--- src/rtl/bc_id_hazard_ctrl_pkg.sv ---
// Shared types for the BureCore decode-stage issue controller.
package BC_ctrl_pkg;
  localparam int REG_ADDR_W = 5;
  typedef enum logic {ST_RUN, ST_FLUSH} flush_state_e;
  typedef logic [REG_ADDR_W-1:0] reg_addr_t;
endpackage

--- src/rtl/bc_id_hazard_ctrl_pending_table.sv ---
// Per-register pending bits for in-flight destinations, with optional write-back
// bypass applied to the three decode lookups.
module bc_pending_table
  import BC_ctrl_pkg::*;
#(
  parameter int NUM_REGS  = 32,
  parameter int WB_BYPASS = 1
) (
  input  logic      clk_i,
  input  logic      rstn_i,
  input  logic      set_en_i,
  input  reg_addr_t set_addr_i,
  input  logic      clr_en_i,
  input  reg_addr_t clr_addr_i,
  input  reg_addr_t rs1_addr_i,
  input  reg_addr_t rs2_addr_i,
  input  reg_addr_t rd_addr_i,
  output logic      rs1_pend_o,
  output logic      rs2_pend_o,
  output logic      rd_pend_o,
  output logic      clr_hit_o
);

  localparam logic BYP = (WB_BYPASS != 0);

  logic [NUM_REGS-1:0] pending_q;
  logic [NUM_REGS-1:0] pending_d;

  function automatic logic pend_eff(input logic [NUM_REGS-1:0] p, input reg_addr_t a,
                                    input logic clr_en, input reg_addr_t clr_addr);
    return p[a] & (a != 5'd0) & ~(BYP & clr_en & (clr_addr == a));
  endfunction

  assign rs1_pend_o = pend_eff(pending_q, rs1_addr_i, clr_en_i, clr_addr_i);
  assign rs2_pend_o = pend_eff(pending_q, rs2_addr_i, clr_en_i, clr_addr_i);
  assign rd_pend_o  = pend_eff(pending_q, rd_addr_i, clr_en_i, clr_addr_i);
  assign clr_hit_o  = pending_q[clr_addr_i] & (clr_addr_i != 5'd0);

  // Set is applied after clear so a same-register issue/retire keeps the entry.
  always_comb begin
    pending_d = pending_q;
    if (clr_en_i) begin
      pending_d[clr_addr_i] = 1'b0;
    end else begin
      pending_d = pending_d;
    end
    if (set_en_i) begin
      pending_d[set_addr_i] = 1'b1;
    end else begin
      pending_d = pending_d;
    end
    pending_d[0] = 1'b0;
  end

  always_ff @(posedge clk_i) begin
    if (!rstn_i) begin
      pending_q <= '0;
    end else begin
      pending_q <= pending_d;
    end
  end

endmodule

--- src/rtl/bc_id_hazard_ctrl.sv ---
// Decode issue controller: scoreboard-based RAW/WAW and window stalls, plus a
// flush FSM that squashes wrong-path fetches after a taken branch.
module bc_id_hazard_ctrl
  import BC_ctrl_pkg::*;
#(
  parameter int NUM_REGS     = 32,
  parameter int MAX_INFLIGHT = 4,
  parameter int FLUSH_CYCLES = 2,
  parameter int WB_BYPASS    = 1
) (
  input  logic       i_clk,
  input  logic       i_rstn,
  input  logic       i_id_valid,
  input  logic [4:0] i_id_rs1_addr,
  input  logic       i_id_rs1_used,
  input  logic [4:0] i_id_rs2_addr,
  input  logic       i_id_rs2_used,
  input  logic       i_id_rd_wen,
  input  logic [4:0] i_id_rd_addr,
  input  logic       i_branch_taken,
  input  logic       i_wb_valid,
  input  logic [4:0] i_wb_addr,
  output logic       o_id_stall,
  output logic       o_id_issue,
  output logic       o_if_flush,
  output logic [3:0] o_inflight,
  output logic       o_wb_err
);

  localparam logic [3:0] MAX_CNT = 4'(MAX_INFLIGHT);
  localparam logic [2:0] FL_INIT = 3'(FLUSH_CYCLES - 1);
  localparam logic       BYP     = (WB_BYPASS != 0);

  flush_state_e state_q;
  logic [2:0]   cnt_q;
  logic         flush_q;
  logic [3:0]   inflight_q;
  logic [3:0]   inflight_d;
  logic         wb_err_q;

  logic rs1_pend, rs2_pend, rd_pend, wb_hit;
  logic wb_retire, win_full, hazard, in_run, track;

  bc_pending_table #(
    .NUM_REGS (NUM_REGS),
    .WB_BYPASS(WB_BYPASS)
  ) u_pend (
    .clk_i     (i_clk),
    .rstn_i    (i_rstn),
    .set_en_i  (track),
    .set_addr_i(i_id_rd_addr),
    .clr_en_i  (i_wb_valid),
    .clr_addr_i(i_wb_addr),
    .rs1_addr_i(i_id_rs1_addr),
    .rs2_addr_i(i_id_rs2_addr),
    .rd_addr_i (i_id_rd_addr),
    .rs1_pend_o(rs1_pend),
    .rs2_pend_o(rs2_pend),
    .rd_pend_o (rd_pend),
    .clr_hit_o (wb_hit)
  );

  assign wb_retire = i_wb_valid & wb_hit;
  // A retiring entry frees a window slot in the same cycle only when bypassed.
  assign win_full  = i_id_rd_wen & (i_id_rd_addr != 5'd0) & (inflight_q == MAX_CNT)
                   & ~(BYP & wb_retire);
  assign hazard    = (i_id_rs1_used & rs1_pend) | (i_id_rs2_used & rs2_pend)
                   | (i_id_rd_wen & rd_pend) | win_full;
  assign in_run    = (state_q == ST_RUN);
  assign o_id_stall = i_rstn & i_id_valid & hazard & in_run;
  assign o_id_issue = i_rstn & i_id_valid & ~hazard & in_run;
  assign track      = o_id_issue & i_id_rd_wen & (i_id_rd_addr != 5'd0);

  assign o_if_flush = flush_q;
  assign o_inflight = inflight_q;
  assign o_wb_err   = wb_err_q;

  always_comb begin
    inflight_d = inflight_q;
    case ({track, wb_retire})
      2'b10:   inflight_d = inflight_q + 4'd1;
      2'b01:   inflight_d = inflight_q - 4'd1;
      default: inflight_d = inflight_q;
    endcase
  end

  always_ff @(posedge i_clk) begin
    if (!i_rstn) begin
      inflight_q <= 4'd0;
      wb_err_q   <= 1'b0;
    end else begin
      inflight_q <= inflight_d;
      wb_err_q   <= i_wb_valid & ~wb_hit;
    end
  end

  always_ff @(posedge i_clk) begin
    if (!i_rstn) begin
      state_q <= ST_RUN;
      cnt_q   <= 3'd0;
      flush_q <= 1'b0;
    end else begin
      case (state_q)
        ST_RUN: begin
          if (o_id_issue & i_branch_taken) begin
            state_q <= ST_FLUSH;
            cnt_q   <= FL_INIT;
            flush_q <= 1'b1;
          end
        end
        ST_FLUSH: begin
          if (cnt_q == 3'd0) begin
            state_q <= ST_RUN;
            flush_q <= 1'b0;
          end else begin
            cnt_q <= cnt_q - 3'd1;
          end
        end
        default: begin
          state_q <= ST_RUN;
          cnt_q   <= 3'd0;
          flush_q <= 1'b0;
        end
      endcase
    end
  end

endmodule

--- config.mk ---
export PLATFORM = sky130hd
export DESIGN_NAME = bc_id_hazard_ctrl
export DESIGN_NICKNAME = d
export VERILOG_FILES = /design/src/rtl/bc_id_hazard_ctrl_pkg.sv /design/src/rtl/bc_id_hazard_ctrl_pending_table.sv /design/src/rtl/bc_id_hazard_ctrl.sv
export SDC_FILE = /design/constraint.sdc
export NUM_CORES = 1
export LEC_CHECK = 0
export ABC_AREA = 1
export BUFFER_PORTS_ARGS = -buffer_cell sky130_fd_sc_hd__buf_4
export CELL_PAD_IN_SITES_DETAIL_PLACEMENT = 0
export CELL_PAD_IN_SITES_GLOBAL_PLACEMENT = 2
export CORE_ASPECT_RATIO = 0.8
export CORE_MARGIN = 5
export CORE_UTILIZATION = 27
export CTS_CLUSTER_DIAMETER = 50
export DETAILED_ROUTE_END_ITERATION = 10
export PLACE_DENSITY = 0.83
export SLEW_MARGIN = 40
export SYNTH_ARGS = -nofsm -noshare
export SYNTH_HDL_FRONTEND = slang
export SYNTH_SLANG_ARGS = --single-unit
--- constraint.sdc ---
create_clock -name i_clk -period 3.2 [get_ports i_clk]
set_input_delay 0.64 -clock i_clk [delete_from_list [all_inputs] [get_ports i_clk]]
set_output_delay 0.64 -clock i_clk [all_outputs]
set_load 0.005 [all_outputs]
==> qor.csv <==
metric,value,unit
outcome,completed,
synth_xor_xnor_area_share,0.982,%
path_buf_inv,3,
grt_antenna_before_repair,0,
pre_cts_slack,-0.293,ns
cp_top_family,simple AND/OR/NAND/NOR gates,
numCtsBuffers,5,
setup_ws,0.267,ns
drtAntennaViolNets,0,
post_drt_wl_per_cell,16.1,um
synth_cells,658,
yosysSeqAreaShare,23.0,%
ff2ff_path_depth,25,
synthMuxAreaShare,0,%
synth_cell_type_count,28,
period_needed,2.93,ns
ios,36,
grt_max_degree,37,
via_count,4571,
holdCritStartpoint,cnt_q[1],
crit_top_cell,nand2_1,
power_density,278,nW/um^2
grtUsageTotal,18.6,%
min_to,cnt_q[1],
drt_wl_total,15.0,mm
whs_path_depth,2,
setup_viol,0,
irDropWorstVdd,0.206,mV
cp_max_fo,8,
fill_cells,1406,
syn_avg_cell_area,5.42,um^2
cp_slowest_stage_delay,0.25,ns
syn_to_final_growth,40.1,%
mostFrequentLayoutCells,"nand2_1, buf_4, inv_1",
slew_viol_final,0,
core,12900,um^2
fmax,341,MHz
die_h,113,um
cts_buffer_depth,2,
fin_crit_sh,91.7,%
initial_core_util,27.6,%
core.rowCount,37,
cp_slowest_cell,ha_4,
setup.worst_path.class,in -> reg,
overflow,0,
cp_cell_sequence,buf_4 > inv_4 > nor3_4 > nand2_1 > nand2_1 > nor2_1 > nand2_1 > nand2_1 > nand2_1 > nand2_2 > nor2_4 > nand2_4 > nor2_4 > inv_4 > ha_4 > ha_4 > nand2_1 > nor2_1 > a211oi_2 > nor2_1 > nor2_1 > nand2_1 > o21ai_1 > a21oi_1,
grt_pass1_wl,23.6,mm
hold_viol_final,0,
finalSetupTns,0,ns
mostFrequentLayoutCell,nand2_1,
clkLatencyLatePin,0.28,ns
n_antenna_cell,0,
ctsRootBufferMaster,clkbuf_16,
drtIter0Drc,466,
port-buffer-count,35,
synth.yosys.warnings,0,
htree_num_levels,2,
die_w,138,um
cts_tree,done,
hpwl,11.5,mm
p_leak,2.26,nW
grt_pass1_vias,4238,
cp-end-kind,register,
worst_pin_slew,0.453,ns
maxSlewHeadroom,69.7,%
routed_via_density,4.91,
synth.net_count,692,
drt_first_pass_iters,6,
synthAdderAreaFrac,2.32,%
final_net_count,789,
worst_r2r_endpoint,o_inflight[3],
yosys_register_bits,41,
drc,0,
crit-reg2reg-launch,u_pend.pending_q[22],
dieArea,15600,um^2
cp.arrival,3.11,ns
cts_hold_buffers,0,
worstPathRequired,3.38,ns
start_kind,primary input,
synthSimpleGateAreaFrac,43.8,%
syn_area,3570,um^2
gp_congestion,0.919,
cts_sinks,41,
max-cap-violations,0,
regToRegSetupSlack,0.38,ns
drive_gt1_share,22.0,%
synth_top_family_by_area,simple AND/OR/NAND/NOR gates,
synth_compound_gate_area_share,17.2,%
min_path_type,reg -> reg,
clk_pin_slew_worst_paths,0.06,ns
skew,0.00809,ns
[cells in the mapped netlist]
master	instances	area (um^2)
nand2_1	241	905
inv_1	75	282
nor2_1	65	244
nand3_1	54	270
a21oi_1	53	265
o21ai_0	46	230
dfxtp_1	41	821
nor3_1	16	80.1
buf_2	13	65.1
o22ai_1	7	43.8
inv_2	6	22.5
ha_1	5	62.6
o211ai_1	5	37.5
buf_6	4	45.0
buf_4	3	22.5
clkbuf_1	3	11.3
nand2_2	3	18.8
nor2_2	3	18.8
a211oi_1	2	15.0
clkinv_1	2	7.51
nand4_1	2	12.5
xnor2_1	2	17.5
xor2_1	2	17.5
a31oi_1	1	6.26
fa_1	1	20.0
nor2_4	1	11.3
o21ai_1	1	5.00
o21ai_2	1	8.76
[flip-flops by register name (all words and copies together), names as in the netlist]
register,flops
cnt_q,3
o_if_flush,1
o_wb_err,1
o_inflight,4
state_q,1
u_pend.pending_q,31
[how the worst max path moves through the flow]
| stage | startpoint | end | slack (ns) | cells after the start |
|---|---|---|---|---|
| 4_1_cts | i_wb_addr[0] | o_inflight[3] | 0.03 | 27 |
| 3_5_place_dp | i_wb_addr[0] | o_inflight[3] | -0.29 | 27 |
| 2_1_floorplan | i_id_rd_addr[0] | o_inflight[3] | -0.004 | 27 |
| 5_1_grt | i_id_rd_addr[0] | o_inflight[3] | -0.01 | 26 |
| 3_3_place_gp | i_wb_addr[0] | o_inflight[3] | -0.18 | 27 |
| 6_report | i_wb_addr[4] | o_inflight[3] | 0.27 | 24 |
[kinds of logic after synthesis]
logic type                 count (synthesis)
and+or+nand+nor                          385
AOI/OAI and AO/OA                        116
buffers and inverters                    106
DFF                                       41
adders and majority gates                  6
xor gates and xnor gates                   4
[where the power goes]
| group | internal (W) | switching [W] | leakage, nW |
|---|---|---|---|
| logic | 0.000156 | 0.000211 | 1.86 |
| clock network | 0.000286 | 0.000211 | 0.0696 |
| registers | 0.000516 | 0.00000646 | 0.331 |
[through the flow]
step,cells,util (%),area (um^2),total power [W],hold slack [ns]
after floorplan,658,-,3680,0.000703,0.436
after global placement,914,35.1,4530,0.000858,0.444
after detailed placement,914,35.1,4530,0.000857,0.451
after CTS,922,36.2,4670,0.00135,0.460
after global routing,931,38.7,4990,0.00146,0.506
final,931,38.7,4990,0.00139,0.454
[tightest hold or removal path, stage by stage, from the launching register on]
cell	delay, ns
dfxtp_1	0.31
nand2_1	0.05
o21ai_0	0.05
[routing by layer]
metal  wire length, um  up-vias  global-route usage, %
met5                 0        -                      0
met4               206        0                   3.36
met3              1250       16                   3.30
met2              6240      175                   27.1
met1              7300     2087                   28.5
li1                  -     2293                      -
[layout make-up]
cell class,instances,area (um^2),share of cell area (%)
repair inverters,1,8.76,0.175
flip-flops and latches,41,821,16.4
inverters,83,355,7.11
clock buffers,5,125,2.51
repair buffers,112,952,19.1
clock inverters,3,17.5,0.351
well taps,175,219,4.38
multi-input cells,511,2500,50.0
[repair_timing]
item | 4_1_cts | 5_1_grt
gates cloned | 0 | 3
buffers inserted | 0 | 7
resized for setup | 1 | 60
setup endpoints to repair | 1 | 1
pin swaps | 0 | 23
No activity file was read; power rests on OpenSTA's default activity.
